[src/rtl/conv_pkg.sv]
// rtl/conv_pkg.sv - shared FSM state, lane count and output clamp limits for conv_requant_wr
package conv_pkg;

  typedef enum logic [1:0] {S_IDLE, S_RUN, S_DRAIN, S_DONE} state_t;

  localparam int LANES = 4;

  function automatic int out_max(input int ow);
    return (1 << (ow - 1)) - 1;
  endfunction

  function automatic int out_min(input int ow);
    return -(1 << (ow - 1));
  endfunction

  localparam int OUT_MAX = out_max(8);
  localparam int OUT_MIN = out_min(8);

endpackage

[src/rtl/conv_requant_sat.sv]
// rtl/conv_requant_sat.sv - combinational round-half-up shift, optional ReLU (CONV_REQUANT_RELU_EN) and clamp
module conv_requant_sat
  import conv_pkg::*;
#(
  parameter int DW = 22,
  parameter int OW = 8
) (
  input  logic [DW-1:0] sum,
  input  logic [4:0]    shift,
  output logic [OW-1:0] q,
  output logic          sat
);

  localparam logic signed [DW:0] HI = (DW+1)'(out_max(OW));
  localparam logic signed [DW:0] LO = (DW+1)'(out_min(OW));

  logic signed [DW:0] ext;
  logic signed [DW:0] rnd;
  logic signed [DW:0] r;

  // One extra bit keeps the rounding add from overflowing before the shift.
  always_comb begin
    ext = {sum[DW-1], sum};
    rnd = (shift != 5'd0) ? ((DW+1)'(1) << (shift - 5'd1)) : '0;
    r   = (ext + rnd) >>> shift;
`ifdef CONV_REQUANT_RELU_EN
    if (r < 0) r = '0;
`endif
    q   = r[OW-1:0];
    sat = 1'b0;
    if (r > HI) begin
      q   = HI[OW-1:0];
      sat = 1'b1;
    end else if (r < LO) begin
      q   = LO[OW-1:0];
      sat = 1'b1;
    end
  end

endmodule

[src/rtl/conv_requant_wr.sv]
// rtl/conv_requant_wr.sv - requantise accumulator sums, pack 4 lanes per word and write out; CONV_REQUANT_RELU_EN enables ReLU
module conv_requant_wr
  import conv_pkg::*;
#(
  parameter int DW = 22,
  parameter int AW = 8,
  parameter int OW = 8
) (
  input  logic                clk,
  input  logic                rst,
  input  logic                start,
  input  logic [10:0]         size,
  input  logic [4:0]          shift,
  input  logic [AW-1:0]       base_out,
  input  logic [DW-1:0]       s_sum,
  input  logic                s_valid,
  output logic [AW-1:0]       w_addr,
  output logic [LANES*OW-1:0] w_data,
  output logic                w_en,
  output logic                busy,
  output logic                done,
  output logic                sat
);

  localparam int WW = LANES * OW;

  state_t        state;
  logic [10:0]   size_q;
  logic [10:0]   cnt;
  logic [4:0]    shift_q;
  logic [AW-1:0] addr_q;
  logic          p_valid;
  logic          p_last;
  logic [1:0]    p_lane;
  logic [OW-1:0] p_val;
  logic [WW-1:0] pack;
  logic [WW-1:0] word_nxt;
  logic [OW-1:0] rq_val;
  logic          rq_sat;
  logic          take;

  conv_requant_sat #(.DW(DW), .OW(OW)) u_sat (
    .sum   (s_sum),
    .shift (shift_q),
    .q     (rq_val),
    .sat   (rq_sat)
  );

  assign take = (state == S_RUN) && s_valid;

  // Lane 0 starts a fresh word, so lanes never filled stay zero.
  always_comb begin
    word_nxt = (p_lane == 2'd0) ? '0 : pack;
    word_nxt[p_lane*OW +: OW] = p_val;
  end

  always_ff @(posedge clk) begin
    if (rst) begin
      state   <= S_IDLE;
      size_q  <= '0;
      cnt     <= '0;
      shift_q <= '0;
      addr_q  <= '0;
      p_valid <= 1'b0;
      p_last  <= 1'b0;
      p_lane  <= '0;
      p_val   <= '0;
      pack    <= '0;
      w_addr  <= '0;
      w_data  <= '0;
      w_en    <= 1'b0;
      busy    <= 1'b0;
      done    <= 1'b0;
      sat     <= 1'b0;
    end else begin
      w_en    <= 1'b0;
      busy    <= (state != S_IDLE);
      done    <= (state == S_DONE);
      p_valid <= take;

      if (take) begin
        p_val  <= rq_val;
        p_lane <= cnt[1:0];
        p_last <= (cnt == size_q - 11'd1);
        cnt    <= cnt + 11'd1;
        if (rq_sat) sat <= 1'b1;
      end

      if (p_valid) begin
        pack <= word_nxt;
        if (p_lane == 2'(LANES - 1) || p_last) begin
          w_en   <= 1'b1;
          w_data <= word_nxt;
          w_addr <= addr_q;
          addr_q <= addr_q + 1'b1;
        end
      end

      case (state)
        S_IDLE: begin
          if (start) begin
            size_q  <= size;
            shift_q <= shift;
            addr_q  <= base_out;
            cnt     <= '0;
            sat     <= 1'b0;
            state   <= (size == 11'd0) ? S_DONE : S_RUN;
          end
        end
        S_RUN: begin
          if (take && cnt == size_q - 11'd1) state <= S_DRAIN;
        end
        S_DRAIN: begin
          if (p_valid && p_last) state <= S_DONE;
        end
        default: state <= S_IDLE;
      endcase
    end
  end

endmodule

[config.mk]
export PLATFORM = sky130hd
export DESIGN_NAME = conv_requant_wr
export DESIGN_NICKNAME = d
export VERILOG_FILES = /design/src/rtl/conv_pkg.sv /design/src/rtl/conv_requant_sat.sv /design/src/rtl/conv_requant_wr.sv
export SDC_FILE = /design/constraint.sdc
export NUM_CORES = 1
export LEC_CHECK = 0
export CAP_MARGIN = 10
export CELL_PAD_IN_SITES_DETAIL_PLACEMENT = 0
export CELL_PAD_IN_SITES_GLOBAL_PLACEMENT = 1
export CORE_MARGIN = 3
export CORE_UTILIZATION = 39
export DETAILED_ROUTE_END_ITERATION = 8
export HOLD_SLACK_MARGIN = 0.03
export PLACE_DENSITY = 0.76
export SLEW_MARGIN = 25
export SYNTH_ARGS = -nofsm -noshare
export SYNTH_HDL_FRONTEND = slang
export SYNTH_SLANG_ARGS = --single-unit
[constraint.sdc]
create_clock -name clk -period 5.12 [get_ports clk]
set_input_delay 0.768 -clock clk [delete_from_list [all_inputs] [get_ports clk]]
set_output_delay 0.768 -clock clk [all_outputs]
set_load 0.01 [all_outputs]
-- Word level (Yosys, flattened, before mapping)
Index checks and enable logic that the tools add are counted.
- add/sub/neg operators: 6
- $mul: 0
- div/mod/pow operators: 0
- order comparisons: 2
- equal/unequal tests: 8
- shift operators: 4
- mux-type cells: 24
- bitwise gates (word level): 1
- reduce and logical (&&, ||, !) cells: 13
- operators by type and width (operator ; number):
    two-way mux 8 bit ; 6
    negator 5 -> 34 bit ; 1
    variable shift 8 x 34 -> 32 bit (first input constant) ; 1
    variable part select 8 x 34 -> 32 bit ; 1
    two-way mux 11 bit ; 3
    bitwise mux 32 bit ; 1
    two-way mux 32 bit ; 1
    adder 22 x 23 -> 23 bit ; 1
    greater-than comparator 23 x 8 -> 1 bit (second input constant) ; 1
    less-than comparator 23 x 8 -> 1 bit (second input constant) ; 1
    two-way mux 23 bit ; 1
    << shifter 1 x 5 -> 23 bit (first input constant) ; 1
    >>> shifter 23 x 5 -> 23 bit ; 1
    adder 11 x 1 -> 11 bit (second input constant) ; 1
    == test 11 bit ; 1
    logical NOT 11 bit ; 1
    subtractor 11 x 1 -> 11 bit (second input constant) ; 1
    adder 8 x 1 -> 8 bit (second input constant) ; 1
    two-way mux 2 bit ; 4
    two-way mux 1 bit ; 7
    == test 2 bit (second input constant) ; 3
    case mux 2 bit (3 select lines) ; 1
    nonzero test 5 bit ; 1
    subtractor 5 x 1 -> 5 bit (second input constant) ; 1
    other kinds (11) ; 16
- flip-flop bits (word level): 125
- bits in latches: 0
- memory bits (writable): 0
- ROM bits: 0
- bits of input ports: 50
- word-level logic and storage cells: 74
- memories kept: 0

-- Logic depth before layout (Yosys ltp)
Gate-level depths: netlist (run 1).
- depth after elaboration: 12
- gate-level depth with buffers: 20

-- Hierarchy
From an unflattened synthesis (run 1), not the netlist that was laid out.
- cell total of the unflattened synthesis: 1174
- area, all modules: 8784.7 sq um
- by module, submodules not included (module ; instances ; cells each ; area each (sq um) ; sequential area each (sq um)):
    conv_requant_wr ; 1 ; 670 ; 5511.5 ; 2502.4
    conv_requant_sat ; 1 ; 504 ; 3273.1 ; 0.0

-- Worst setup path before layout (run 1)
Ideal clock, no wire load.
- path kind: flip-flop to flip-flop
- from: reg shift_q[1]
- to: reg sat
- data arrival time: 4715 ps
- data required time: 5000 ps
- path slack: 285 ps
- cell stages (with the launch flop): 20
- period minus slack after synthesis: 4835 ps
- path through: dfxtp_1 -> clkbuf_1 -> clkbuf_1 -> clkbuf_1 -> or3_1 -> nor2_1 -> ha_1 -> fa_1 -> a211oi_2 -> o21ai_2 -> a22o_1 -> or4_1 -> a32o_1 -> mux2i_4 -> o221ai_2 -> nand3b_4 -> nor4b_2 -> o2111a_2 -> nor2_2 -> o31a_1
- word-level cells in the longest chain between the ends: 12
- RTL lines (element ; RTL line ; text):
    start: declaration ; conv_requant_wr.sv:30 ; logic [4:0] shift_q;
    start signal: assignment ; conv_requant_wr.sv:103 ; shift_q <= shift;
    subtractor 5 x 1 -> 5 bit ; conv_requant_sat.sv:24 ; rnd = (shift != 5'd0) ? ((DW+1)'(1) << (shift - 5'd1)) : '0;
    << shifter 1 x 5 -> 23 bit ; conv_requant_sat.sv:24 ;
    two-way mux 23 bit ; conv_requant_sat.sv:24 ;
    adder 22 x 23 -> 23 bit ; conv_requant_sat.sv:25 ; r = (ext + rnd) >>> shift;
    >>> shifter 23 x 5 -> 23 bit (*) ; conv_requant_sat.sv:25 ;
    less-than comparator 23 x 8 -> 1 bit ; conv_requant_sat.sv:34 ; end else if (r < LO) begin
    two-way mux 1 bit ; conv_requant_sat.sv:34 ;
    two-way mux 1 bit (*) ; conv_requant_sat.sv:31 ; if (r > HI) begin
    two-way mux 1 bit (*) ; conv_requant_wr.sv:86 ; if (rq_sat) sat <= 1'b1;
    two-way mux 1 bit (*) ; conv_requant_wr.sv:81 ; if (take) begin
    two-way mux 1 bit ; conv_requant_wr.sv:101 ; if (start) begin
    two-way mux 1 bit (*) ; conv_requant_wr.sv:99 ; case (state)
    end signal: assignment ; conv_requant_wr.sv:74 ; sat <= 1'b0;
    end signal: assignment ; conv_requant_wr.sv:86 ;
    end signal: assignment ; conv_requant_wr.sv:106 ; sat <= 1'b0;
    end: declaration ; conv_requant_wr.sv:22 ; output logic sat
Every way passes the cells marked *; elsewhere a longest branch is shown, timed or not.
A chain may end at the register's enable or synchronous reset.

-- Worst setup path after layout (run 1)
- from: in s_sum[0]
- to: reg sat
- word-level cells in the longest chain between the ends: 9
- RTL lines (element ; RTL line ; text):
    start: declaration ; conv_requant_wr.sv:15 ; input logic [DW-1:0] s_sum,
    adder 22 x 23 -> 23 bit (*) ; conv_requant_sat.sv:25 ;
    >>> shifter 23 x 5 -> 23 bit (*) ; conv_requant_sat.sv:25 ;
    less-than comparator 23 x 8 -> 1 bit ; conv_requant_sat.sv:34 ;
    two-way mux 1 bit ; conv_requant_sat.sv:34 ;
    two-way mux 1 bit (*) ; conv_requant_sat.sv:31 ;
    two-way mux 1 bit (*) ; conv_requant_wr.sv:86 ;
    two-way mux 1 bit (*) ; conv_requant_wr.sv:81 ;
    two-way mux 1 bit ; conv_requant_wr.sv:101 ;
    two-way mux 1 bit (*) ; conv_requant_wr.sv:99 ;
Marked as above.

==> metrics.md, run 1 <==
| Metric | Value |
|---|---|
| Worst slack at placement | `-0.0472 ns` |
| First-pass GRT wire length | `46900 µm` |
| Worst Skew | `0.0254 ns` |
| Clock buffer depth | `2` |
| Status | `finished, final reports clean` |
| Initial DRC count | `660` |
| Final wirelength | `29700 µm` |
| Gp weighted congestion | `0.950` |
| # clock sinks | `125` |
| Main flop type after synthesis | `dfxtp_1` |
| Die Y | `156 µm` |
| Die X | `156 µm` |
| Worst slew pin tran | `0.921 ns` |
| Hold Worst Slack | `0.452 ns` |
| Most common cell after layout, fill and taps aside | `nand2_1` |
| Cells after Synth | `around 1100` |
| Final core occ | `0.494` |
| Die ar. | `24500 µm²` |
| Clock Pin Slew Worst Setup and Hold Paths | `around 0.060 ns` |
| Number of remaining DRC errors | `0` |
| Sequential fraction of design power | `0.304` |
| Clock Root Buffer | `clkbuf_16` |
| Comb pwr share | `0.391` |
| Post-DP HPWL | `22700 µm` |
| Vias per cell | `5.77` |
| Net Sw Frac | `0.388` |
| Syn_area_per_cell | `around 7.7 µm²` |
| Total chip power | `slightly below 4 mW` |
| Pwr dens | `356 nW/µm²` |
| Most frequent cells in the layout | `nand2_1 (170), nor2_1 (152), dfxtp_1 (123), a21oi_1 (99), clkdlybuf4s50_1 (92)` |
| Initial antenna violation count | `0` |
| Unrepaired setup endpoints after global routing | `no` |
| Max frequency | `209 MHz` |
| Worst-path fanout max | `8` |
| Internal Power | `2.37 mW` |
| Clk_lat worst skew | `0.44 ns` |
| Hold crit path type | `register to register` |
| Yosys reg bits | `125` |
| Initial core utilization | `0.400` |
| Vias in the first global route | `8301` |
| Setup bufs post-CTS | `0` |
| CP Capture Type | `register` |
| Leak | `3.90 nW` |
| Routed Antenna Nets | `0` |
| Nets | `1333` |
| Port Buffers | `93` |
| Post-route minimum period | `approximately 4.8 ns` |
| Grt total ovfl | `0` |
| Fin. Hold Viols | `0` |
| Max Cap Viol | `0` |
| Synth async-reset ratio | `0` |
| Total GRT Usage | `0.243` |
| Yosys warns | `0` |
| Rows | `54` |
| Mapped Area | `8820 µm²` |
| Setup CP Type | `input pin to register` |
| Worst VDD drop | `roughly 240 µV` |
| WP data arrival | `between 5 and 6 ns` |
| Post-synth EDFFs | `0` |
| Htree depth | `4` |
| Clock share of power | `0.305` |
| Syn Nets | `1236` |
| Net Sw Power | `1.50 mW` |
| IO Count | `94` |
| TritonCTS buffer count | `17` |
| Worst setup margin | `about 0.33 ns` |
| TritonRoute pass-1 iters | `5` |
| Netlist cell types | `94` |
| TritonCTS clock tree | `done` |
| Crit share post-route | `0.936` |
| Via count | `8885` |
| CP required | `5.44 ns` |
| Largest net degree at the start of global routing | `61` |
| Area grow syn2layout | `23.5%` |
| Sequential area share after synthesis | `0.284` |
| Startpoint types | `input pin` |
| Final setup fails | `0` |
| WL/cell | `19.3 µm` |
| Slew margin rel. | `0.381` |
| Layout cells sized above 1 | `0.126` |
| Antenna diodes | `0` |
| Floorplan Core Area | `22000 µm²` |
| Max Slew Vio Count | `0` |
## through the flow
step	instance area (µm²)	instances	setup TNS, ns
finish	10900	1539	0
global route	10900	1539	0
floorplan	8820	1149	0
detailed placement	10300	1507	-0.100
CTS	10900	1539	0
global placement	10300	1507	-0.774
## logic make-up after synthesis
group / share of synthesized area
AO/OA/AOI/OAI: 0.267
XOR/XNOR: 0.0516
adder cells (fa/ha/maj): 0.0533
buffers and inverters: 0.0444
flip-flops: 0.284
multiplexers: 0.0580
AND/OR/NAND/NOR: 0.242
## timing repair
| action | in CTS | in global routing |
|---|---|---|
| endpoints found under the setup margin | 4 | 8 |
| hold endpoints to repair | 0 | 0 |
| hold buffers | 0 | 0 |
| pin swaps | 0 | 0 |
| gates resized for setup | 1 | 9 |
## power by group through the flow
stage	Combinational [mW]	Sequential [mW]	Clock, mW
6_report	1.51	1.18	1.18
5_1_grt	1.66	1.19	1.25
4_1_cts	1.50	1.18	1.20
3_5_place_dp	1.49	1.20	0
3_3_place_gp	1.50	1.20	0
2_1_floorplan	1.02	1.15	0
## final cells by class
type | count | area, µm²
sequential | 125 | 2500
clock inverter | 13 | 133
timing repair buffer | 158 | 1430
inverter | 16 | 60.1
fill | 2167 | 11100
clock buffer | 19 | 443
tap | 280 | 350
multi-input combinational | 928 | 5970
## flip-flops by register name, indices dropped and copies added (netlist names)
register and flops:
pack 32, w_data 32, cnt 11, size_q 11, addr_q 8, p_val 8
w_addr 8, shift_q 5, p_lane 2, state 2, busy 1, done 1
p_last 1, p_valid 1, sat 1, w_en 1
## final timing paths
kind / start / to / slack, ns / cells past startpoint
min reg2reg: w_data[28] / w_data[28] / 0.45 / 2
max: s_sum[0] / sat / 0.33 / 16
max reg2reg: shift_q[3] / sat / 0.33 / 17
min: w_data[28] / w_data[28] / 0.45 / 2
## cells in the mapped netlist, types with 4 or more instances
master     number  area [µm²]
a21oi_1       100         500
xor2_1         24         210
o211ai_1       11        82.6
and2_1         14        87.6
nand4_1         9        56.3
buf_2          16        80.1
o21ai_1        14        70.1
a2111oi_0       7        61.3
xnor2_1        28         245
a211oi_1       48         360
dfxtp_1       125        2500
a32o_1          5        50.1
mux2_2          7        78.8
o21a_1          7        52.6
a211oi_2        8         100
a221oi_1        5        43.8
o32ai_1         4        35.0
nor3_1         17        85.1
nand3_1        31         155
a31oi_1         5        31.3
mux2i_1        32         320
ha_1           36         450
and4_1          4        35.0
a22oi_1        19         143
o211a_1         4        40.0
and3_1          4        25.0
o21bai_1        4        30.0
nor4_1          6        37.5
nand2b_1       24         150
nor2_1        152         571
buf_1          11        41.3
clkbuf_1       51         191
mux4_2          4        90.1
or3_1           8        50.1
o2111ai_1       4        35.0
o21ai_0        28         140
a21o_1          5        37.5
nand2_1       170         638
inv_1          14        52.6
## per-layer routing
layer  vias to the layer above  wire, µm  track usage
met5                         -         0            0
met4                         0       669       0.0688
met3                        46      1550       0.0506
met2                       285     13400        0.375
met1                      4191     14100        0.344
li1                       4363         -            -
## critical path: stages
cell and delay, ns:
clkdlybuf4s50_1 0.47, ha_1 0.28, fa_1 0.44, a211oi_2 0.30, o21ai_2 0.19, a221oi_4 0.41, o21ai_1 0.14, xnor2_1 0.20
buf_4 0.19, a222oi_1 0.41, o221ai_2 0.19, nand3b_4 0.18, nor4b_2 0.27, o2111a_2 0.34, nor2_2 0.07, o31a_1 0.27
(Power assumes the default switching activity.)
==> run 2, diff against run 1 <==
SETUP_SLACK_MARGIN = 0.1   (was not set)
==> metrics.md, run 2 (synthesis gave the netlist of run 1 again) <==
| Metric | Value |
|---|---|
| Setup CP Type | `input pin to register` |
| Vias in the first global route | `8301` |
| Largest net degree at the start of global routing | `61` |
| Worst slew pin tran | `0.906 ns` |
| Initial DRC count | `737` |
| Pwr dens | `about 360 nW/µm²` |
| Die ar. | `24500 µm²` |
| TNS Setup | `0 ns` |
| Leak | `~4 nW` |
| Total GRT Usage | `0.243` |
| TritonCTS clock tree | `done` |
| Crit share post-route | `0.935` |
| # clock sinks | `125` |
| Clock Pin Slew Worst Setup and Hold Paths | `0.06 ns` |
| Slew margin rel. | `0.391` |
| Die Y | `between 150 and 200 µm` |
| Unrepaired setup endpoints after global routing | `yes` |
| Port Buffers | `93` |
| Final wirelength | `between 20000 and 30000 µm` |
| Number of remaining DRC errors | `0` |
| WP data arrival | `5.10 ns` |
| Worst Skew | `0.0234 ns` |
| Die X | `156 µm` |
| CP bufs+invs | `2` |
| Initial core utilization | `0.400` |
| Clock buffer depth | `2` |
| Nets | `1333` |
| Initial antenna violation count | `0` |
| Area grow syn2layout | `23.6%` |
| Via count | `8833` |
| Vias per cell | `around 5.7` |
| Fin. Hold Viols | `0` |
| Crit path max-delay family | `compound AO/OA/AOI/OAI gates` |
| Gp weighted congestion | `0.950` |
| Grt total ovfl | `0` |
| Clk_lat worst skew | `0.43 ns` |
| CP max stage cell | `clkdlybuf4s50_1` |
| IO Count | `94` |
| CP max stage delay | `0.47 ns` |
| Startpoint types | `input pin` |
| Most common cell after layout, fill and taps aside | `nand2_1` |
| Multi-input logic area | `5980 µm²` |
| Status | `finished, final reports clean` |
| Max frequency | `209 MHz` |
| Final setup fails | `0` |
| Hold crit path type | `register to register` |
| Max Slew Vio Count | `0` |
| Setup bufs post-CTS | `0` |
| Reg2reg setup slack | `0.35 ns` |
| Htree depth | `4` |
| Layout cells sized above 1 | `0.127` |
| Rows | `54` |
| First-pass GRT wire length | `about 47000 µm` |
| Worst-path fanout max | `8` |
| Post-route minimum period | `4.79 ns` |
| Seq. cell area | `2500 µm²` |
| Worst path cell trace | `clkdlybuf4s50_1 -> ha_1 -> fa_1 -> a211oi_2 -> o21ai_2 -> a221oi_4 -> o21ai_1 -> xnor2_1 -> buf_4 -> a222oi_1 -> o221ai_2 -> nand3b_4 -> nor4b_2 -> o2111a_2 -> nor2_2 -> o31a_1` |
| Floorplan Core Area | `22000 µm²` |
| Fillers | `2168` |
| CP Capture Type | `register` |
| WL/cell | `around 19 µm` |
| Worst VDD drop | `243 µV` |
| CP required | `5.44 ns` |
| Max Cap Viol | `0` |
| Most frequent cells in the layout | `nand2_1 (170), nor2_1 (152), dfxtp_1 (123), a21oi_1 (99), clkdlybuf4s50_1 (92)` |
| Routed Antenna Nets | `0` |
| Post-DP HPWL | `22700 µm` |
| Final core occ | `0.495` |
| Antenna diodes | `0` |
| Clock Root Buffer | `clkbuf_16` |
| Total chip power | `3.87 mW` |
| TritonCTS buffer count | `17` |
| TritonRoute pass-1 iters | `5` |
| Largest regs | `pack x32, w_data x32` |
run 2: cell counts in the layout (fill, tap and decap cells not counted):
Identical to the previous run, type by type.
run 2: layout make-up:
class / instances / share of cell area
Clock buffer: 19 / 0.0407
Clock inverter: 13 / 0.0122
Inverter: 16 / 0.00551
Multi-Input combinational cell: 928 / 0.548
Sequential cell: 125 / 0.230
Tap cell: 280 / 0.0322
Timing Repair Buffer: 158 / 0.131
run 2: worst paths after layout:
check                  start    endpoint  cells after the start
setup / recovery    s_sum[0]         sat                     16
hold reg to reg   w_data[28]  w_data[28]                      2
setup reg to reg  shift_q[2]    p_val[3]                     17
hold / removal    w_data[28]  w_data[28]                      2
run 2: timing repair:
action | CTS | global route
hold buffers | 0 | 0
cloned | 0 | 0
gates resized for setup | 1 | 10
pin swaps | 0 | 1
setup endpoints to repair | 7 | 8
run 2: metrics by stage:
stage	setup WS (ns)	instance area [µm²]	hold WS (ns)	std cells
after floorplan	0.285	8820	0.444	1149
after global placement	-0.115	10300	0.445	1507
after detailed placement	-0.0472	10300	0.446	1507
after CTS	0.105	10900	0.454	1539
after global routing	0.0977	10900	0.470	1539
final	0.335	10900	0.452	1539
run 2: routing by layer:
metal	part of all wire	vias to the layer above	GRT usage
li1	-	4360	-
met1	0.47	4141	0.344
met2	0.45	292	0.375
met3	0.055	40	0.0506
met4	0.021	0	0.0688
met5	0	-	0
run 2: worst register-to-register path: stages, from the launching register on:
cell,delay (ns)
dfxtp_1,0.55
buf_4,0.27
nand2b_1,0.10
buf_4,0.17
nor2_1,0.14
ha_1,0.39
a21oi_1,0.24
o21ai_0,0.21
a2111oi_1,0.50
a211oi_2,0.11
o31ai_1,0.29
a21oi_1,0.11
o21ai_0,0.25
o21ai_0,0.20
o41ai_2,0.48
a41oi_2,0.23
nor2_4,0.27
o32ai_1,0.13
run 2: power breakdown:
group / leakage, nW / switching, mW / total, mW / internal, mW
combinational: 2.60 / 0.897 / 1.52 / 0.620
clock: 0.281 / 0.485 / 1.18 / 0.692
sequential: 1.01 / 0.118 / 1.18 / 1.06
total: 3.90 / 1.50 / 3.87 / 2.37
==> run 3, diff against run 2 <==
SKIP_LAST_GASP = 1   (was not set)
==> results of run 3 <==
No change in the layout: final DEF, timing and power equal those of run 2.
